===== config.mk =====
export PLATFORM = sky130hd
export DESIGN_NAME = ysyx_24110006_mem_arbiter
export DESIGN_NICKNAME = d
export VERILOG_FILES = /design/src/rtl/ysyx_24110006_pkg.sv /design/src/rtl/ysyx_24110006_rr_arb2.sv /design/src/rtl/ysyx_24110006_mem_arbiter.sv
export SDC_FILE = /design/constraint.sdc
export NUM_CORES = 1
export LEC_CHECK = 0
export ABC_AREA = 1
export BUFFER_PORTS_ARGS = -buffer_cell sky130_fd_sc_hd__buf_2
export CELL_PAD_IN_SITES_DETAIL_PLACEMENT = 1
export CELL_PAD_IN_SITES_GLOBAL_PLACEMENT = 1
export CORE_MARGIN = 2
export CORE_UTILIZATION = 23
export CTS_CLUSTER_DIAMETER = 40
export CTS_CLUSTER_SIZE = 10
export DETAILED_ROUTE_END_ITERATION = 12
export PLACE_DENSITY_LB_ADDON = 0.15
export SLEW_MARGIN = 20
export SYNTH_ARGS = -nofsm -noshare
export SYNTH_HDL_FRONTEND = slang
export SYNTH_SLANG_ARGS = --single-unit

===== constraint.sdc =====
create_clock -name i_clock -period 1.85 [get_ports i_clock]
set_input_delay 0.185 -clock i_clock [delete_from_list [all_inputs] [get_ports i_clock]]
set_output_delay 0.185 -clock i_clock [all_outputs]
set_load 0.02 [all_outputs]

===== src/rtl/ysyx_24110006_pkg.sv =====
// Shared types for the IFU/LSU memory arbiter.
// State, owner encodings and the latched request payload.
package ysyx_24110006_pkg;

  typedef enum logic [1:0] {
    S_IDLE = 2'd0,
    S_ADDR = 2'd1,
    S_WAIT = 2'd2
  } arb_state_e;

  typedef enum logic {
    OWN_IFU = 1'b0,
    OWN_LSU = 1'b1
  } owner_e;

  localparam logic [31:0] RESET_PC = 32'h8000_0000;

  typedef struct packed {
    logic        wen;
    logic [31:0] addr;
    logic [31:0] wdata;
    logic [3:0]  wmask;
  } mem_req_t;

endpackage


===== src/rtl/ysyx_24110006_rr_arb2.sv =====
// Two-way round-robin arbiter, combinational.
// gnt_o[0] = IFU, gnt_o[1] = LSU; ties go to the side not served last.
module ysyx_24110006_rr_arb2
  import ysyx_24110006_pkg::*;
(
  input  logic       req_ifu_i,
  input  logic       req_lsu_i,
  input  owner_e     last_i,
  output logic [1:0] gnt_o
);

  assign gnt_o[0] = req_ifu_i &&
                    (!req_lsu_i || last_i == OWN_LSU);
  assign gnt_o[1] = req_lsu_i &&
                    (!req_ifu_i || last_i == OWN_IFU);

endmodule


===== src/rtl/ysyx_24110006_mem_arbiter.sv =====
// IFU/LSU to single memory port arbiter.
// One transaction in flight, round-robin grant, bounded response wait.
module ysyx_24110006_mem_arbiter
  import ysyx_24110006_pkg::*;
#(
  parameter int unsigned TIMEOUT = 255
) (
  input  logic        i_clock,
  input  logic        i_reset,
  input  logic        i_ifu_req,
  input  logic [31:0] i_ifu_addr,
  output logic        o_ifu_gnt,
  output logic        o_ifu_rvalid,
  output logic [31:0] o_ifu_rdata,
  output logic        o_ifu_err,
  input  logic        i_lsu_req,
  input  logic        i_lsu_wen,
  input  logic [31:0] i_lsu_addr,
  input  logic [31:0] i_lsu_wdata,
  input  logic [3:0]  i_lsu_wmask,
  output logic        o_lsu_gnt,
  output logic        o_lsu_rvalid,
  output logic [31:0] o_lsu_rdata,
  output logic        o_lsu_err,
  output logic        o_mem_req,
  output logic        o_mem_wen,
  output logic [31:0] o_mem_addr,
  output logic [31:0] o_mem_wdata,
  output logic [3:0]  o_mem_wmask,
  input  logic        i_mem_ready,
  input  logic        i_mem_rvalid,
  input  logic [31:0] i_mem_rdata,
  output logic        o_busy
);

  localparam int CW = $clog2(TIMEOUT + 1);
  localparam logic [CW-1:0] CNT_LAST = CW'(TIMEOUT - 1);
  localparam logic [CW-1:0] CNT_MAX  = {CW{1'b1}};

  arb_state_e    state_q, state_d;
  owner_e        owner_q, owner_d;
  owner_e        last_q, last_d;
  logic [CW-1:0] cnt_q, cnt_d;
  mem_req_t      pay_q, pay_d;

  logic [1:0]  gnt;
  logic        ifu_gnt, lsu_gnt;
  logic        rsp_vld, rsp_err;
  logic [31:0] rsp_data;

  ysyx_24110006_rr_arb2 u_rr (
    .req_ifu_i (i_ifu_req),
    .req_lsu_i (i_lsu_req),
    .last_i    (last_q),
    .gnt_o     (gnt)
  );

  always_ff @(posedge i_clock) begin
    if (i_reset) begin
      state_q <= S_IDLE;
      owner_q <= OWN_IFU;
      last_q  <= OWN_LSU;
      cnt_q   <= '0;
      pay_q   <= '0;
    end else begin
      state_q <= state_d;
      owner_q <= owner_d;
      last_q  <= last_d;
      cnt_q   <= cnt_d;
      pay_q   <= pay_d;
    end
  end

  always_comb begin
    state_d  = state_q;
    owner_d  = owner_q;
    last_d   = last_q;
    cnt_d    = cnt_q;
    pay_d    = pay_q;
    ifu_gnt  = 1'b0;
    lsu_gnt  = 1'b0;
    rsp_vld  = 1'b0;
    rsp_err  = 1'b0;
    rsp_data = '0;
    unique case (state_q)
      S_IDLE: begin
        if (gnt[0]) begin
          ifu_gnt = 1'b1;
          owner_d = OWN_IFU;
          last_d  = OWN_IFU;
          state_d = S_ADDR;
          pay_d   = '{wen: 1'b0, addr: i_ifu_addr,
                      wdata: '0, wmask: '0};
        end else if (gnt[1]) begin
          lsu_gnt = 1'b1;
          owner_d = OWN_LSU;
          last_d  = OWN_LSU;
          state_d = S_ADDR;
          pay_d   = '{wen: i_lsu_wen, addr: i_lsu_addr,
                      wdata: i_lsu_wdata, wmask: i_lsu_wmask};
        end
      end
      S_ADDR: begin
        if (i_mem_ready) begin
          state_d = S_WAIT;
          cnt_d   = '0;
        end
      end
      S_WAIT: begin
        if (i_mem_rvalid) begin
          rsp_vld  = 1'b1;
          rsp_data = i_mem_rdata;
          state_d  = S_IDLE;
        end else if (cnt_q == CNT_LAST) begin
          rsp_vld = 1'b1;
          rsp_err = 1'b1;
          state_d = S_IDLE;
        end else if (cnt_q != CNT_MAX) begin
          cnt_d = cnt_q + 1'b1;
        end
      end
      default: state_d = S_IDLE;
    endcase
  end

  // A reset cycle drops the transaction without any pulse.
  assign o_ifu_gnt    = ifu_gnt && !i_reset;
  assign o_lsu_gnt    = lsu_gnt && !i_reset;
  assign o_ifu_rvalid = rsp_vld && owner_q == OWN_IFU && !i_reset;
  assign o_lsu_rvalid = rsp_vld && owner_q == OWN_LSU && !i_reset;
  assign o_ifu_rdata  = o_ifu_rvalid ? rsp_data : '0;
  assign o_lsu_rdata  = o_lsu_rvalid ? rsp_data : '0;
  assign o_ifu_err    = o_ifu_rvalid && rsp_err;
  assign o_lsu_err    = o_lsu_rvalid && rsp_err;

  assign o_mem_req   = state_q == S_ADDR;
  assign o_mem_wen   = pay_q.wen;
  assign o_mem_addr  = pay_q.addr;
  assign o_mem_wdata = pay_q.wdata;
  assign o_mem_wmask = pay_q.wmask;
  assign o_busy      = state_q != S_IDLE;

endmodule


==> results.json, run 1 <==
{
  "dieHeight_um": 136,
  "ys_types": 29,
  "netSwitchingPower_mw": 1.57,
  "p_leak_nw": 3.19,
  "netlist_area_um2": 4010,
  "track_usage_pct": 16.9,
  "gr-usage-met2_pct": 30.3,
  "whs_ps": 28.9,
  "worst_slew_pin_slew_ps": 443,
  "h-tree-depth": 3,
  "finalCriticalPeriod_ps": 1770,
  "finalHoldViolations": 0,
  "fmax_mhz": 565,
  "crit_fanout": 17,
  "slew_violations": 0,
  "post_drt_wl_per_cell_um": 15.1,
  "grt_pass1_wl_mm": 24.8,
  "drt-total-wl_mm": 16.5,
  "ctsHoldBuffers": 0,
  "grt_pass1_vias": 5111,
  "crit_arrival_ps": 1580,
  "yosys.area.top_type": "dfxtp_1",
  "power.share.clock_pct": 38.6,
  "finalCritPeriodShare_pct": 95.6,
  "clockBufferDepth": 2,
  "finalWeightedCongestion": 0.764,
  "yosys-top-cells-area": "dfxtp_1, nand2_1, nor2_1",
  "utilization_pct": 35.0,
  "syn_inst": 603,
  "num_antenna_cells": 0,
  "critPathLaunchType": "flip-flop",
  "ys_seq_area_share_pct": 40.4,
  "grt-ovfl-total": 0,
  "rsz0062_at_grt": "true",
  "coreArea_um2": 17200,
  "final_nets": 1007,
  "dr.pass1.iters": 4,
  "vias_per_cell": 4.54,
  "yosysTopAreaCellShare_pct": 40.4,
  "comb_power_share_pct": 22.4,
  "ys_seq_elements": 81,
  "cts_tree": "built",
  "power_density_nw_per_um2": 841,
  "p_int_mw": 3.50,
  "finalWorstSetupSlack_ps": 81.2,
  "setup-violations-final": 0,
  "top_usage_layer": "met2",
  "drc": 0,
  "status": "complete, no violations",
  "syn_nets": 744,
  "start_util_pct": 23.4,
  "synth.yosys.warnings": 0,
  "synthArstFlopShare_pct": 0,
  "antenna_found_initial": 1,
  "p_seq_share_pct": 39.0,
  "ant_nets": 0,
  "critical_path_class": "reg2out",
  "cts.sinks": 81,
  "die_x_um": 136,
  "ios": 280,
  "p_sw_share_pct": 30.9,
  "hpwl_mm": 12.3,
  "clk_latency_ps": 340,
  "ir_worst_vdd_v": 0.000339,
  "slew_headroom_pct": 70.4,
  "total_power_mw": 5.06,
  "skew_ps": 5.57,
  "dr.first_iter.drc_count": 82,
  "hold_class": "in2reg",
  "numPortBuffers": 279,
  "ys.flop_type": "dfxtp_1",
  "grt_max_degree": 41,
  "die_area_um2": 18500,
  "fp-row-count": 48,
  "synth_edf_count": 0,
  "synthToLayoutAreaGrowth_pct": 50.0,
  "numCtsBuffers": 9,
  "grtUsageMet1_pct": 17.6,
  "pre_cts_ws_ps": 319,
  "use_met3_pct": 6.86,
  "cap_violations": 0,
  "cp.required_ps": 1660,
  "clkSlewWorstSetupHoldPaths_ps": 60,
  "cts-root-buf": "clkbuf_16",
  "avgSynthCellArea_um2": 6.66,
  "vias": 4972,
  "drive_above_1_share_pct": 38.4,
  "end_kind": "primary output"
}
## layout make-up
type	instances	area (µm²)
Inverter	50	191
Tap cell	225	282
Clock inverter	5	78.8
Fill cell	2237	11200
Clock buffer	10	239
Timing Repair Buffer	293	1620
Multi-Input combinational cell	431	1990
Sequential cell	81	1630
## cells in the mapped netlist, types with 3 or more instances
library cell  instances
nor2_2                3
dfxtp_1              81
buf_4                 8
inv_2                 3
buf_6                 5
clkbuf_1             10
o21ai_0              29
a21oi_1              26
inv_1                45
nand2_1             121
nand3_1              49
nor3_1               33
o21ai_1              37
buf_2                17
nor2_1              117
## critical path: stages, from the launching register on
cell and delay [ps]:
dfxtp_1 320, inv_2 80, nand2_4 100, nor2_4 160, buf_12 170, nand2_1 80
nor2_1 140, buf_4 170
## metrics by stage
step | instances | setup TNS (ps) | instance area [µm²]
5_1_grt | 1095 | -24.9 | 6020
6_report | 1095 | 0 | 6020
2_1_floorplan | 603 | 0 | 4010
3_5_place_dp | 1079 | 0 | 5570
4_1_cts | 1094 | 0 | 5890
3_3_place_gp | 1079 | 0 | 5570
## layout by cell type (no fill, tap or decap)
cell,n
a21oi_1,26
a31oi_2,1
buf_12,2
buf_2,250
buf_4,40
bufinv_16,2
clkbuf_16,10
clkbuf_8,1
clkinv_1,1
clkinv_2,3
dfxtp_1,78
dfxtp_2,3
ha_1,2
inv_1,44
inv_2,3
inv_4,1
inv_6,1
nand2_1,118
nand2_2,4
nand2_4,2
nand3_1,49
nand3_2,1
nand3_4,2
nand4_1,2
nor2_1,116
nor2_2,2
nor2_4,3
nor3_1,33
o21ai_0,29
o21ai_1,37
o21ai_4,2
o21bai_1,1
or2_4,1
## per-layer routing
metal | up-vias | wire length, µm
met4 | 2 | 342
met1 | 2299 | 6510
met3 | 24 | 1650
met5 | - | 13
li1 | 2448 | -
met2 | 199 | 8010
## cell families (layout without fill, tap and decap cells)
kind of cell / Yosys count / in the layout / synth area share, %
flops: 81 / 81 / 40.4
buf+inv: 91 / 358 / 10.8
compound gates: 96 / 96 / 12.6
simple gates: 333 / 333 / 35.5
fa+ha+maj: 2 / 2 / 0.623
## registers in the layout (all words and copies together) (netlist names)
register	flops
o_mem_addr	32
cnt_q	8
state_q	2
last_q	1
o_mem_wdata	32
owner_q	1
o_mem_wen	1
o_mem_wmask	4
## repair_timing
action / 4_1_cts / 5_1_grt
endpoints found under the setup margin: 8 / 32
gates cloned: 0 / 1
resized for setup: 2 / 38
pin swaps: 0 / 1
setup buffers: 0 / 0
## path summary, 6_finish.rpt
path,to,from,cells after the start,slack [ps]
worst max-delay path,o_lsu_rdata[8],state_q[0]$_SDFFE_PP0P_,7,80
worst min-delay path,o_mem_wdata[20]$_SDFFE_PP0P_,i_lsu_wdata[20],3,30
worst max register to register,cnt_q[1]$_SDFFE_PP0P_,cnt_q[0]$_SDFFE_PP0P_,7,350
worst min register to register,o_mem_wmask[2]$_SDFFE_PP0P_,o_mem_wmask[2]$_SDFFE_PP0P_,2,460
## power by group through the flow
stage                     Clock (mW)  Combinational [mW]  Sequential [mW]
after global placement             0                1.12             2.01
final                           1.96                1.13             1.97
after global routing            2.10                1.26             1.99
after floorplan                    0               0.518             2.18
after CTS                       2.03                1.15             1.97
after detailed placement           0                1.14             2.01
Power figures use the tool's default switching activity.
==> inputs of run 2 (changes only) <==
--- a/config.mk
+++ b/config.mk
@@ -5,7 +5,6 @@
 export SDC_FILE = /design/constraint.sdc
 export NUM_CORES = 1
 export LEC_CHECK = 0
-export ABC_AREA = 1
 export BUFFER_PORTS_ARGS = -buffer_cell sky130_fd_sc_hd__buf_2
 export CELL_PAD_IN_SITES_DETAIL_PLACEMENT = 1
 export CELL_PAD_IN_SITES_GLOBAL_PLACEMENT = 1
==> results.json, run 2 <==
{
  "status": "complete, but fails checks",
  "violations": "setup timing",
  "cts-root-buf": "clkbuf_16",
  "ios": 280,
  "crit_arrival_ps": 1670,
  "dr.pass1.iters": 4,
  "dpl_cell_area_um2": 5320,
  "pre_cts_ws_ps": -3.56,
  "critical_path_class": "reg2out",
  "syn_nets": 517,
  "synthSimpleGateAreaFrac_pct": 20.2,
  "cts.sinks": 81,
  "cp.required_ps": 1660,
  "synth_compound_area_share_pct": 29.4,
  "synth.yosys.warnings": 0,
  "cap_violations": 0,
  "yosys-top-cells-area": "dfxtp_1, and2_1, o21ba_2",
  "hpwl_mm": 10.7,
  "synthTopCellsByCount": "dfxtp_1, and2_1, o221ai_1",
  "post_drt_wl_per_cell_um": 17.0,
  "hold_class": "in2reg",
  "ys.flop_type": "dfxtp_1",
  "fp-row-count": 45,
  "power_density_nw_per_um2": 780,
  "critPathLaunchType": "flip-flop",
  "finalCriticalPeriod_ps": 1850,
  "numCtsBuffers": 9,
  "yosys.area.top_type": "dfxtp_1",
  "dr.first_iter.drc_count": 105,
  "ys_types": 47,
  "synthAdderAreaFrac_pct": 0.688,
  "worst_slew_pin_slew_ps": 407,
  "grt-ovfl-total": 0,
  "track_usage_pct": 17.1,
  "instances_no_fill": 875,
  "start_util_pct": 23.7,
  "avgSynthCellArea_um2": 9.67,
  "crit_path_frequent_cell": "buf_6",
  "coreArea_um2": 15300,
  "p_leak_nw": 2.91,
  "clkSlewWorstSetupHoldPaths_ps": 60,
  "synth_most_common_cell": "dfxtp_1",
  "netlist_area_um2": 3640,
  "ir_worst_vdd_v": 0.000502,
  "vias_per_cell": 4.62,
  "finalWeightedCongestion": 0.767,
  "slew_headroom_pct": 72.6,
  "die_area_um2": 16800,
  "synth_top_family_by_area": "compound AO/OA/AOI/OAI gates",
  "total_power_mw": 4.74,
  "grt_pass1_vias": 4203,
  "path_cells": "nor2b_4 > nand2_2 > nor3_4 > buf_6 > clkbuf_16 > and2_4 > buf_6",
  "finalWorstSetupSlack_ps": -3.80,
  "synthMuxAreaShare_pct": 0.585,
  "drc": 0,
  "stdcell_area_um2": 6080,
  "antenna_found_initial": 1,
  "ys_seq_elements": 81,
  "synthToLayoutAreaGrowth_pct": 67.2,
  "ctsHoldBuffers": 0,
  "final_nets": 800,
  "dieHeight_um": 130,
  "grt_max_degree": 35,
  "synth_edf_count": 0,
  "crit_slowest_cell": "dfxtp_4",
  "finalHoldViolations": 0,
  "die_x_um": 130,
  "fmax_mhz": 539,
  "syn_inst": 376,
  "clockBufferDepth": 2,
  "clk_latency_ps": 340,
  "skew_ps": 6.47,
  "place_inst": 848,
  "cpPeakStageDelay_ps": 380,
  "vias": 4045,
  "synthArstFlopShare_pct": 0,
  "numPortBuffers": 279,
  "synth-xor-area-share_pct": 0,
  "drt-total-wl_mm": 14.9,
  "crit_fanout": 8,
  "yosysTopAreaCellShare_pct": 44.6,
  "h-tree-depth": 3,
  "cts_tree": "built",
  "ys_seq_area_share_pct": 44.6,
  "mostFrequentLayoutCell": "buf_2",
  "finalCritPeriodShare_pct": 100,
  "ant_nets": 0,
  "setup-violations-final": 1,
  "slew_violations": 0,
  "rsz0062_at_grt": "true",
  "drive_above_1_share_pct": 60.2,
  "grt_pass1_wl_mm": 22.5,
  "final_cell_mix": "buf_2, dfxtp_1, and2_1",
  "end_kind": "primary output"
}
==> run 2: through the flow <==
step | util [%] | hold slack, ps | TNS [ps]
finish | 39.7 | 56.0 | -3.80
global route | 39.7 | 44.1 | -1730
CTS | 38.7 | 42.8 | -925
detailed placement | 34.7 | 410 | -3.56
global placement | 34.7 | 401 | 0
floorplan | - | 318 | 0
==> run 2: worst max-delay path, delay by kind of cell (launching register included) <==
family                 cells  cell delay (ps)
and+or+nand+nor            4              510
DFF                        1              380
buffers and inverters      3              430
==> run 2: cell families after synthesis <==
family	after synthesis
AND/OR/NAND/NOR	129
AO/OA/AOI/OAI	126
adder cells (fa/ha/maj)	2
flip-flops	81
multiplexers	2
buffers and inverters	36
==> run 2: area by class of cell <==
class	count	area [µm²]
Antenna cell	1	2.50
Inverter	5	18.8
Tap cell	211	264
Fill cell	1838	9240
Sequential cell	81	1640
Timing Repair Buffer	303	1880
Multi-Input combinational cell	259	1990
Clock buffer	10	229
Clock inverter	5	57.6
==> run 2: path summary, 6_finish.rpt <==
check                                                  start                            to  slack, ps  cells past startpoint
worst max-delay path                 state_q[1]$_SDFFE_PP0P_               o_ifu_rdata[26]         -4                      7
worst min-delay path                          i_lsu_wmask[3]   o_mem_wmask[3]$_SDFFE_PP0P_         60                      2
worst max register to register         cnt_q[0]$_SDFFE_PP0P_         cnt_q[3]$_SDFFE_PP0P_         60                      6
worst min register to register  o_mem_wdata[27]$_SDFFE_PP0P_  o_mem_wdata[27]$_SDFFE_PP0P_        470                      1
==> run 2: power breakdown <==
group          internal (mW)  switching (mW)
logic                  0.460           0.557
clock network           1.04           0.721
registers               1.89          0.0814
total                   3.38            1.36
==> run 2: metal layers <==
metal	part of all wire, %	vias to the layer above	GRT usage, %
met1	38	1948	19.6
met4	1.4	0	3.42
li1	-	1943	-
met2	53	136	30.5
met5	0	-	0
met3	6.9	18	6.23
==> run 2: timing repair <==
action,CTS,global route
pin swaps,11,20
gates cloned,2,1
endpoints found under the setup margin,69,76
gates resized for setup,80,35
buffers inserted,6,2
endpoints found under the hold margin,0,0
==> inputs of run 3 (changes only) <==
--- a/config.mk
+++ b/config.mk
@@ -9,7 +9,7 @@
 export CELL_PAD_IN_SITES_DETAIL_PLACEMENT = 1
 export CELL_PAD_IN_SITES_GLOBAL_PLACEMENT = 1
 export CORE_MARGIN = 2
-export CORE_UTILIZATION = 23
+export CORE_UTILIZATION = 27
 export CTS_CLUSTER_DIAMETER = 40
 export CTS_CLUSTER_SIZE = 10
 export DETAILED_ROUTE_END_ITERATION = 12
@@ -17,4 +17,5 @@
 export SLEW_MARGIN = 20
 export SYNTH_ARGS = -nofsm -noshare
 export SYNTH_HDL_FRONTEND = slang
+export SYNTH_HIERARCHICAL = 1
 export SYNTH_SLANG_ARGS = --single-unit
==> constraint.sdc (replaced) <==
create_clock -name i_clock -period 2.1 [get_ports i_clock]
set_input_delay 0.21 -clock i_clock [delete_from_list [all_inputs] [get_ports i_clock]]
set_output_delay 0.21 -clock i_clock [all_outputs]
set_load 0.02 [all_outputs]
==> results.json, run 3 <==
{
  "status": "complete, no violations",
  "dr.pass1.iters": 4,
  "numCtsBuffers": 9,
  "antenna_found_initial": 0,
  "die_area_um2": 14600,
  "cpPeakStageDelay_ps": 370,
  "finalCritPeriodShare_pct": 95.8,
  "ys_seq_elements": 81,
  "yosysTopAreaCellShare_pct": 44.1,
  "instances_no_fill": 841,
  "holdCritStartpoint": "i_lsu_wdata[31]",
  "crit_arrival_ps": 1800,
  "yosys.area.top_type": "dfxtp_1",
  "vias_per_cell": 4.74,
  "dieHeight_um": 121,
  "finalWeightedCongestion": 0.768,
  "die_x_um": 121,
  "synthToLayoutAreaGrowth_pct": 54.0,
  "final_nets": 801,
  "rsz0062_at_grt": "false",
  "grt_pass1_vias": 4046,
  "crit_end": "o_lsu_rdata[25]",
  "ios": 280,
  "dr.first_iter.drc_count": 138,
  "synth_edf_count": 0,
  "cts_tree": "built",
  "grt_max_degree": 45,
  "ant_nets": 0,
  "grt_pass1_wl_mm": 21.5,
  "final_cell_mix": "buf_2, dfxtp_1, and2_1",
  "synthTopCellsByCount": "dfxtp_1, and2_1, a22o_1, nor2_1",
  "reg2reg_depth": 7,
  "clkSlewWorstSetupHoldPaths_ps": 70,
  "crit_slowest_cell": "dfxtp_2",
  "grt-ovfl-total": 0,
  "fp-row-count": 42,
  "vias": 3984,
  "fillCellCount": 1649,
  "num_antenna_cells": 0,
  "slew_violations": 0,
  "critPathLaunch": "state_q[1]$_SDFFE_PP0P_",
  "hold_class": "in2reg",
  "r2r_setup_slack_ps": 340,
  "clockBufferDepth": 2,
  "clk_latency_ps": 340,
  "worst_slew_pin_slew_ps": 480,
  "ys_types": 42,
  "setup-violations-final": 0,
  "drc": 0,
  "syn_nets": 528,
  "finalCriticalPeriod_ps": 2010,
  "synthArstFlopShare_pct": 0,
  "h-tree-depth": 3,
  "finalHoldViolations": 0,
  "ir_worst_vdd_v": 0.000289,
  "cts-root-buf": "clkbuf_16",
  "post_drt_wl_per_cell_um": 16.8,
  "drt-total-wl_mm": 14.2,
  "skew_ps": 12.6,
  "critical_path_class": "reg2out",
  "dpl_cell_area_um2": 5280,
  "track_usage_pct": 18.9,
  "avgSynthCellArea_um2": 9.51,
  "path_cells": "or2b_4 > nor2_4 > and3_4 > clkbuf_16 > and2_1 > buf_2",
  "finalWorstSetupSlack_ps": 88.9,
  "slew_headroom_pct": 68.0,
  "synth_most_common_cell": "dfxtp_1",
  "coreArea_um2": 13300,
  "mostFrequentLayoutCell": "buf_2",
  "synth.yosys.warnings": 6,
  "cts.sinks": 81,
  "power_density_nw_per_um2": 740,
  "fmax_mhz": 497,
  "numPortBuffers": 279,
  "tns_ps": 0,
  "ctsHoldBuffers": 0,
  "netlist_area_um2": 3680,
  "cp.required_ps": 1890,
  "yosys-top-cells-area": "dfxtp_1, and2_1, a22o_1",
  "end_kind": "primary output",
  "crit_fanout": 16,
  "place_inst": 823,
  "hpwl_mm": 11.1,
  "drive_above_1_share_pct": 49.0,
  "syn_inst": 387,
  "stdcell_area_um2": 5670,
  "p_leak_nw": 2.95,
  "ys.flop_type": "dfxtp_1",
  "r2r_start": "cnt_q[0]$_SDFFE_PP0P_",
  "start_util_pct": 27.7,
  "pre_cts_ws_ps": 221,
  "r2r-end": "cnt_q[7]$_SDFFE_PP0P_",
  "cap_violations": 0,
  "critPathLaunchType": "flip-flop",
  "ys_seq_area_share_pct": 44.1
}
==> run 3: worst max-delay path: cells and delay by family, from the launching register on <==
family	cells	cell delay, ps
simple gates	4	780
flops	1	370
buf+inv	2	320
==> run 3: through the flow <==
stage | hold slack, ps | util (%) | total power [mW]
floorplan | 343 | - | 2.25
global placement | 429 | 39.7 | 2.62
detailed placement | 431 | 39.7 | 2.64
CTS | 77.0 | 42.1 | 4.26
global route | 84.5 | 42.6 | 4.43
finish | 82.2 | 42.6 | 4.19
==> run 3: final cells by class <==
cell class / count / area, µm² / area share (%)
Sequential cell: 81 / 1620 / 28.6
Timing Repair Buffer: 293 / 1570 / 27.7
Clock buffer: 10 / 229 / 4.04
Inverter: 6 / 22.5 / 0.397
Clock inverter: 6 / 73.8 / 1.30
Tap cell: 176 / 220 / 3.88
Multi-Input combinational cell: 269 / 1930 / 34.1
==> run 3: how the worst min path moves through the flow <==
stage / to / depth (start not counted)
after floorplan: o_mem_wdata[0]$_SDFFE_PP0P_ / 1
after global placement: o_mem_wdata[5]$_SDFFE_PP0P_ / 2
after detailed placement: o_mem_wdata[19]$_SDFFE_PP0P_ / 2
after CTS: o_mem_wdata[31]$_SDFFE_PP0P_ / 2
after global routing: o_mem_wdata[17]$_SDFFE_PP0P_ / 2
final: o_mem_wdata[31]$_SDFFE_PP0P_ / 2
==> run 3: layer usage <==
layer | wire length (µm) | track usage (%) | up-vias
met1 | 5080 | 19.3 | 1852
met4 | 344 | 7.78 | 0
met5 | 0 | 0 | -
met3 | 1380 | 6.75 | 22
li1 | - | - | 1939
met2 | 7350 | 34.6 | 171
==> run 3: what timing repair did <==
action,4_1_cts,5_1_grt
endpoints found under the setup margin,43,65
buffers inserted,0,0
pin swaps,0,2
resized for setup,4,14
gates cloned,0,2
==> run 3: kinds of logic (layout without fill, tap and decap cells) <==
| group | Yosys count | count (layout) | synth area share, % |
|---|---|---|---|
| AOI/OAI and AO/OA | 97 | 97 | 20.3 |
| and+or+nand+nor | 138 | 138 | 21.6 |
| DFF | 81 | 81 | 44.1 |
| muxes | 32 | 32 | 8.70 |
| adders and majority gates | 2 | 2 | 0.680 |
| buffers and inverters | 37 | 315 | 4.72 |
==> run 3: report_power, final <==
| group | switching (mW) | internal, mW | total, mW |
|---|---|---|---|
| logic | 0.517 | 0.352 | 0.869 |
| registers | 0.0675 | 1.66 | 1.73 |
| clock network | 0.661 | 0.938 | 1.60 |
